[config.mk]
export PLATFORM = sky130hd
export DESIGN_NAME = fpadd_sched
export DESIGN_NICKNAME = d
export VERILOG_FILES = /design/src/rtl/fpadd_sched.sv
export SDC_FILE = /design/constraint.sdc
export NUM_CORES = 1
export LEC_CHECK = 0
export CAP_MARGIN = 20
export CORE_AREA = 5 5 155 157
export CTS_BUF_LIST = sky130_fd_sc_hd__clkbuf_8
export DETAILED_ROUTE_END_ITERATION = 8
export DIE_AREA = 0 0 160 162
export DONT_BUFFER_PORTS = 1
export SETUP_SLACK_MARGIN = 0.05
export SLEW_MARGIN = 20
export SYNTH_ARGS = -nofsm -noshare
export SYNTH_HDL_FRONTEND = slang
export SYNTH_SLANG_ARGS = --single-unit
export TNS_END_PERCENT = 30
[constraint.sdc]
create_clock -name clk -period 2.9 [get_ports clk]
set_clock_uncertainty 0.15 [all_clocks]
set_input_delay 0.29 -clock clk [delete_from_list [all_inputs] [get_ports clk]]
set_output_delay 0.29 -clock clk [all_outputs]
set_load 0.02 [all_outputs]
[src/rtl/fpadd_sched.sv]
// Round-robin scheduler sharing one multi-cycle fpadd among NREQ requesters.
// Results come back tagged with the requester ID; a watchdog bounds the wait for done.
//
// state | meaning
// IDLE  | arbitrate from ptr; on a hit capture operands, pulse req_ready
// ISSUE | one-cycle fa_start, clear watchdog
// WAIT  | guard cycle, then wait for fa_done or watchdog terminal count
// RESP  | hold result until rsp_ready
module fpadd_sched #(
    parameter int NREQ    = 4,
    parameter int IDW     = 2,
    parameter int TIMEOUT = 64
) (
    input  logic                 clk,
    input  logic                 reset,
    input  logic [NREQ-1:0]      req_valid,
    input  logic [32*NREQ-1:0]   req_a,
    input  logic [32*NREQ-1:0]   req_b,
    output logic [NREQ-1:0]      req_ready,
    output logic                 rsp_valid,
    input  logic                 rsp_ready,
    output logic [31:0]          rsp_sum,
    output logic [IDW-1:0]       rsp_id,
    output logic                 rsp_err,
    output logic                 fa_start,
    output logic [31:0]          fa_a,
    output logic [31:0]          fa_b,
    input  logic [31:0]          fa_sum,
    input  logic                 fa_done
);

    localparam int WDW = $clog2(TIMEOUT);

    typedef enum logic [1:0] {IDLE, ISSUE, WAIT, RESP} state_t;

    state_t         state, state_nx;
    logic [IDW-1:0] ptr, ptr_nx, gid, gnt_idx, cand_idx;
    logic [31:0]    op_a, op_b, gnt_a, gnt_b;
    logic [WDW-1:0] wd;
    logic           guard, hit, take, done_hit, wd_tc;
    int             cand;

    // Search ptr, ptr+1, ... wrapping at NREQ; first valid requester wins.
    always_comb begin
        hit      = 1'b0;
        gnt_idx  = '0;
        gnt_a    = '0;
        gnt_b    = '0;
        cand     = 0;
        cand_idx = '0;
        for (int i = 0; i < NREQ; i++) begin
            cand = int'(ptr) + i;
            if (cand >= NREQ)
                cand = cand - NREQ;
            cand_idx = IDW'(cand);
            if (!hit && req_valid[cand_idx]) begin
                hit     = 1'b1;
                gnt_idx = cand_idx;
            end
        end
        for (int i = 0; i < NREQ; i++) begin
            if (IDW'(i) == gnt_idx) begin
                gnt_a = req_a[32*i +: 32];
                gnt_b = req_b[32*i +: 32];
            end
        end
        ptr_nx = (gnt_idx == IDW'(NREQ-1)) ? '0 : gnt_idx + 1'b1;
    end

    always_comb begin
        state_nx  = state;
        req_ready = '0;
        fa_start  = 1'b0;
        rsp_valid = 1'b0;
        take      = 1'b0;
        done_hit  = 1'b0;
        wd_tc     = 1'b0;
        case (state)
            IDLE: begin
                // No grant while reset is held, so req_ready stays at its reset value.
                if (hit && !reset) begin
                    req_ready[gnt_idx] = 1'b1;
                    take               = 1'b1;
                    state_nx           = ISSUE;
                end
            end
            ISSUE: begin
                fa_start = 1'b1;
                state_nx = WAIT;
            end
            WAIT: begin
                done_hit = !guard && fa_done;
                wd_tc    = (wd == WDW'(TIMEOUT-1));
                if (done_hit || wd_tc)
                    state_nx = RESP;
            end
            RESP: begin
                rsp_valid = 1'b1;
                if (rsp_ready)
                    state_nx = IDLE;
            end
            default: state_nx = IDLE;
        endcase
    end

    always_ff @(posedge clk) begin
        if (reset) begin
            state   <= IDLE;
            ptr     <= '0;
            gid     <= '0;
            op_a    <= '0;
            op_b    <= '0;
            rsp_sum <= '0;
            rsp_err <= 1'b0;
            wd      <= '0;
            guard   <= 1'b0;
        end else begin
            state <= state_nx;
            if (take) begin
                op_a <= gnt_a;
                op_b <= gnt_b;
                gid  <= gnt_idx;
                ptr  <= ptr_nx;
            end
            if (state == ISSUE) begin
                wd    <= '0;
                guard <= 1'b1;
            end
            // The guard cycle ignores a done left high by the previous operation.
            if (state == WAIT) begin
                guard <= 1'b0;
                if (done_hit) begin
                    rsp_sum <= fa_sum;
                    rsp_err <= 1'b0;
                end else if (wd_tc) begin
                    rsp_sum <= '0;
                    rsp_err <= 1'b1;
                end else begin
                    wd <= wd + 1'b1;
                end
            end
        end
    end

    assign fa_a   = op_a;
    assign fa_b   = op_b;
    assign rsp_id = gid;

endmodule

==> flow_summary.json <==
{
  "run_status": "finished clean",
  "initial_utilization_pct": 27.4,
  "drive_gt1_share_pct": 13.2,
  "synthDistinctLibCells": 45,
  "ys_seq_area_share_pct": 36.0,
  "r2r_end": "fa_b[20]$_SDFFE_PP0P_",
  "port_buffers": 0,
  "hold_path_class": "input pin to flop",
  "grt_usage_pct": 18.7,
  "relSlewSlack_pct": 51.9,
  "synth-seq-cells": 110,
  "yosys-top-cells-area": "dfxtp_1 36%, a21oi_1 12%, a221oi_1 9.3%, a211o_1 9.2%, a21oi_2 7.7%",
  "antenna_found_initial": 2,
  "cts_made_buffers": 9,
  "drt_pre_antenna_iters": 6,
  "cts.sinks": 110,
  "globalplace.congestion": 0.846,
  "cp-end-kind": "output pin",
  "synth_top_flop_cell": "dfxtp_1",
  "arrival_ns": 2.33,
  "dp_hpwl_um": 17900,
  "rsz0062_at_grt": "true",
  "synthesis.nets": 1040,
  "synth_cells": 735,
  "tritoncts": "yes",
  "die_w_um": 160,
  "crit_family": "compound AO/OA/AOI/OAI gates",
  "reg2reg_from": "ptr[0]$_SDFFE_PP0P_",
  "dieArea_um2": 25900,
  "hold_violations": 0,
  "min_from": "req_a[80]",
  "path_depth": 7,
  "fin_total_pwr_mw": 7.95,
  "static-leakage-power_nw": 3.28,
  "period_share_pct": 95.6,
  "gr-total-overflow": 0,
  "grt_pass1_wl_um": 38700,
  "synth_top_area_share_pct": 36.0,
  "core_area_um2": 22400,
  "clockRootBuffer": "clkbuf_8",
  "min_period_ns": 2.77,
  "maxCapViolCount": 0,
  "cts.clk_slew.worst_paths_ns": 0.12,
  "drt_iter0_markers": 707,
  "die-height_um": 162,
  "io_pins": 401,
  "nNetsFinal": 1160,
  "powerDensity_nw_per_um2": 959,
  "path_cells": "inv_1 > a22o_1 > a221o_1 > nor2_2 > ha_2 > buf_12 > and2_2",
  "clk_latency_ns": 0.38,
  "tns_ns": 0,
  "start_kind": "flop",
  "avgViaCountPerCell": 5.74,
  "max_freq_mhz": 361,
  "synth_warnings": 0,
  "row_count": 55,
  "routed_wirelength_um": 26300,
  "synthArstFlopShare_pct": 0,
  "synth_area_um2": 6120,
  "ant_nets": 0,
  "crit_path_end": "req_ready[1]",
  "yosysTopAreaCell": "dfxtp_1",
  "crit_start": "ptr[0]$_SDFFE_PP0P_",
  "crit_required_ns": 2.46,
  "grt_max_degree": 44,
  "slew_violations": 0,
  "path_buf_inv": 2,
  "syn_area_per_cell_um2": 8.32,
  "areaGrowthSynthToFinish_pct": 35.5,
  "critPathMaxFanout": 36,
  "htreeDepth": 3,
  "peakVddDrop_mv": 0.391,
  "grt_pass1_vias": 6560,
  "r2r_cells": 9,
  "tightest_slew_ns": 0.721,
  "wl_per_cell_um": 22.9,
  "vias": 6574,
  "drc": 0,
  "setup_viol": 0,
  "crit_slowest_cell": "dfxtp_1",
  "synth-edff-count": 0,
  "cts_buffer_depth": 2,
  "reg2reg_setup_slack_ns": 0.15,
  "slowest_delay_ns": 0.40,
  "worstSetupPathType": "flop to output pin"
}
## worst reg2reg max path, cell delays in order (launching register included)
cell and delay (ns):
dfxtp_1 0.40, inv_1 0.08, a22o_1 0.22, a221o_1 0.32
nor2_2 0.19, ha_2 0.27, buf_4 0.36, a221oi_1 0.22
a211o_1 0.32, a21oi_1 0.15
## cells in the mapped netlist, drive strengths merged (2+ instances only)
| cell | number |
|---|---|
| o211ai | 2 |
| nand2b | 5 |
| buf | 27 |
| nand3 | 9 |
| ha | 9 |
| a211o | 64 |
| or4 | 2 |
| clkbuf | 50 |
| and2 | 5 |
| nor2 | 37 |
| inv | 70 |
| mux2i | 2 |
| o21ai | 7 |
| nor2b | 2 |
| a221oi | 65 |
| and3 | 4 |
| nor3 | 5 |
| a21oi | 201 |
| a22oi | 32 |
| nand2 | 8 |
| nand4 | 3 |
| dfxtp | 110 |
| a31oi | 3 |
## final cells by class
| cell class | count | area [um2] |
|---|---|---|
| fillers | 2210 | 14100 |
| multi-input cells | 477 | 3330 |
| flip-flops and latches | 110 | 2200 |
| repair buffers | 186 | 1950 |
| well taps | 285 | 357 |
| inverters | 71 | 269 |
| clock buffers | 10 | 138 |
| clock inverters | 5 | 43.8 |
| diodes | 1 | 2.50 |
## through the flow
stage	cells	hold WS, ns	instance area, um2	setup WS, ns	utilization (%)
6_report	1145	0.0378	8290	0.128	37.1
5_1_grt	1145	0.00125	8290	-0.00707	37.1
4_1_cts	1141	0.00265	8260	0.0362	36.9
3_5_place_dp	966	0.219	6460	0.168	28.9
3_3_place_gp	966	0.216	6460	0.254	28.9
2_1_floorplan	735	0.303	6120	0.379	-
## cells by family after synthesis
kind of cell,share of synthesized area [%]
simple gates,6.83
flops,36.0
fa+ha+maj,1.84
mux,0.511
buf+inv,10.4
compound gates,44.1
xor+xnor,0.286
## worst min path at each step
stage,endpoint,slack (ns),cells after the start
2_1_floorplan,rsp_sum[0]$_SDFFE_PP0P_,0.30,2
3_3_place_gp,rsp_sum[0]$_SDFFE_PP0P_,0.22,1
3_5_place_dp,state[1]$_SDFFE_PP0P_,0.22,1
4_1_cts,fa_a[16]$_SDFFE_PP0P_,0.003,3
5_1_grt,fa_a[16]$_SDFFE_PP0P_,0.001,3
6_report,fa_a[16]$_SDFFE_PP0P_,0.04,3
## where the power goes
| part | switching, mW | total, mW | internal, mW | leakage (nW) |
|---|---|---|---|---|
| registers | 1.13 | 3.17 | 2.05 | 0.910 |
| logic | 2.08 | 3.84 | 1.75 | 2.28 |
| clock network | 0.594 | 0.938 | 0.344 | 0.0869 |
## layout by cell type, fill, tap and decap left out, types with 6 or more instances in the layout
cell type	n
buf_4	15
o21ai_0	6
a21oi_2	55
buf_12	12
ha_1	6
nor2_1	36
dfxtp_1	110
a22oi_1	32
dlygate4sd3_1	157
a221oi_1	65
a211o_1	64
nand2_1	8
a21oi_1	146
inv_1	70
clkbuf_8	10
nand3_1	8
## state kept, by name, summed over array words and instances (netlist names)
name and cells:
rsp_sum 32, wd 6, ptr 2, rsp_id 2, state 2, fa_b 32
guard 1, rsp_err 1, fa_a 32
## routing by layer
layer	routed length, um	track usage (%)
met1	9440	20.5
met2	13000	32.6
met3	3070	8.35
met4	720	5.91
met5	11	0
## what timing repair did
action	CTS	global route
endpoints found under the setup margin	3	3
pin swaps	1	1
gates resized for setup	1	2
hold buffers	158	0
setup buffers	2	3
hold endpoints to repair	106	0
Power figures use the tool's default switching activity.
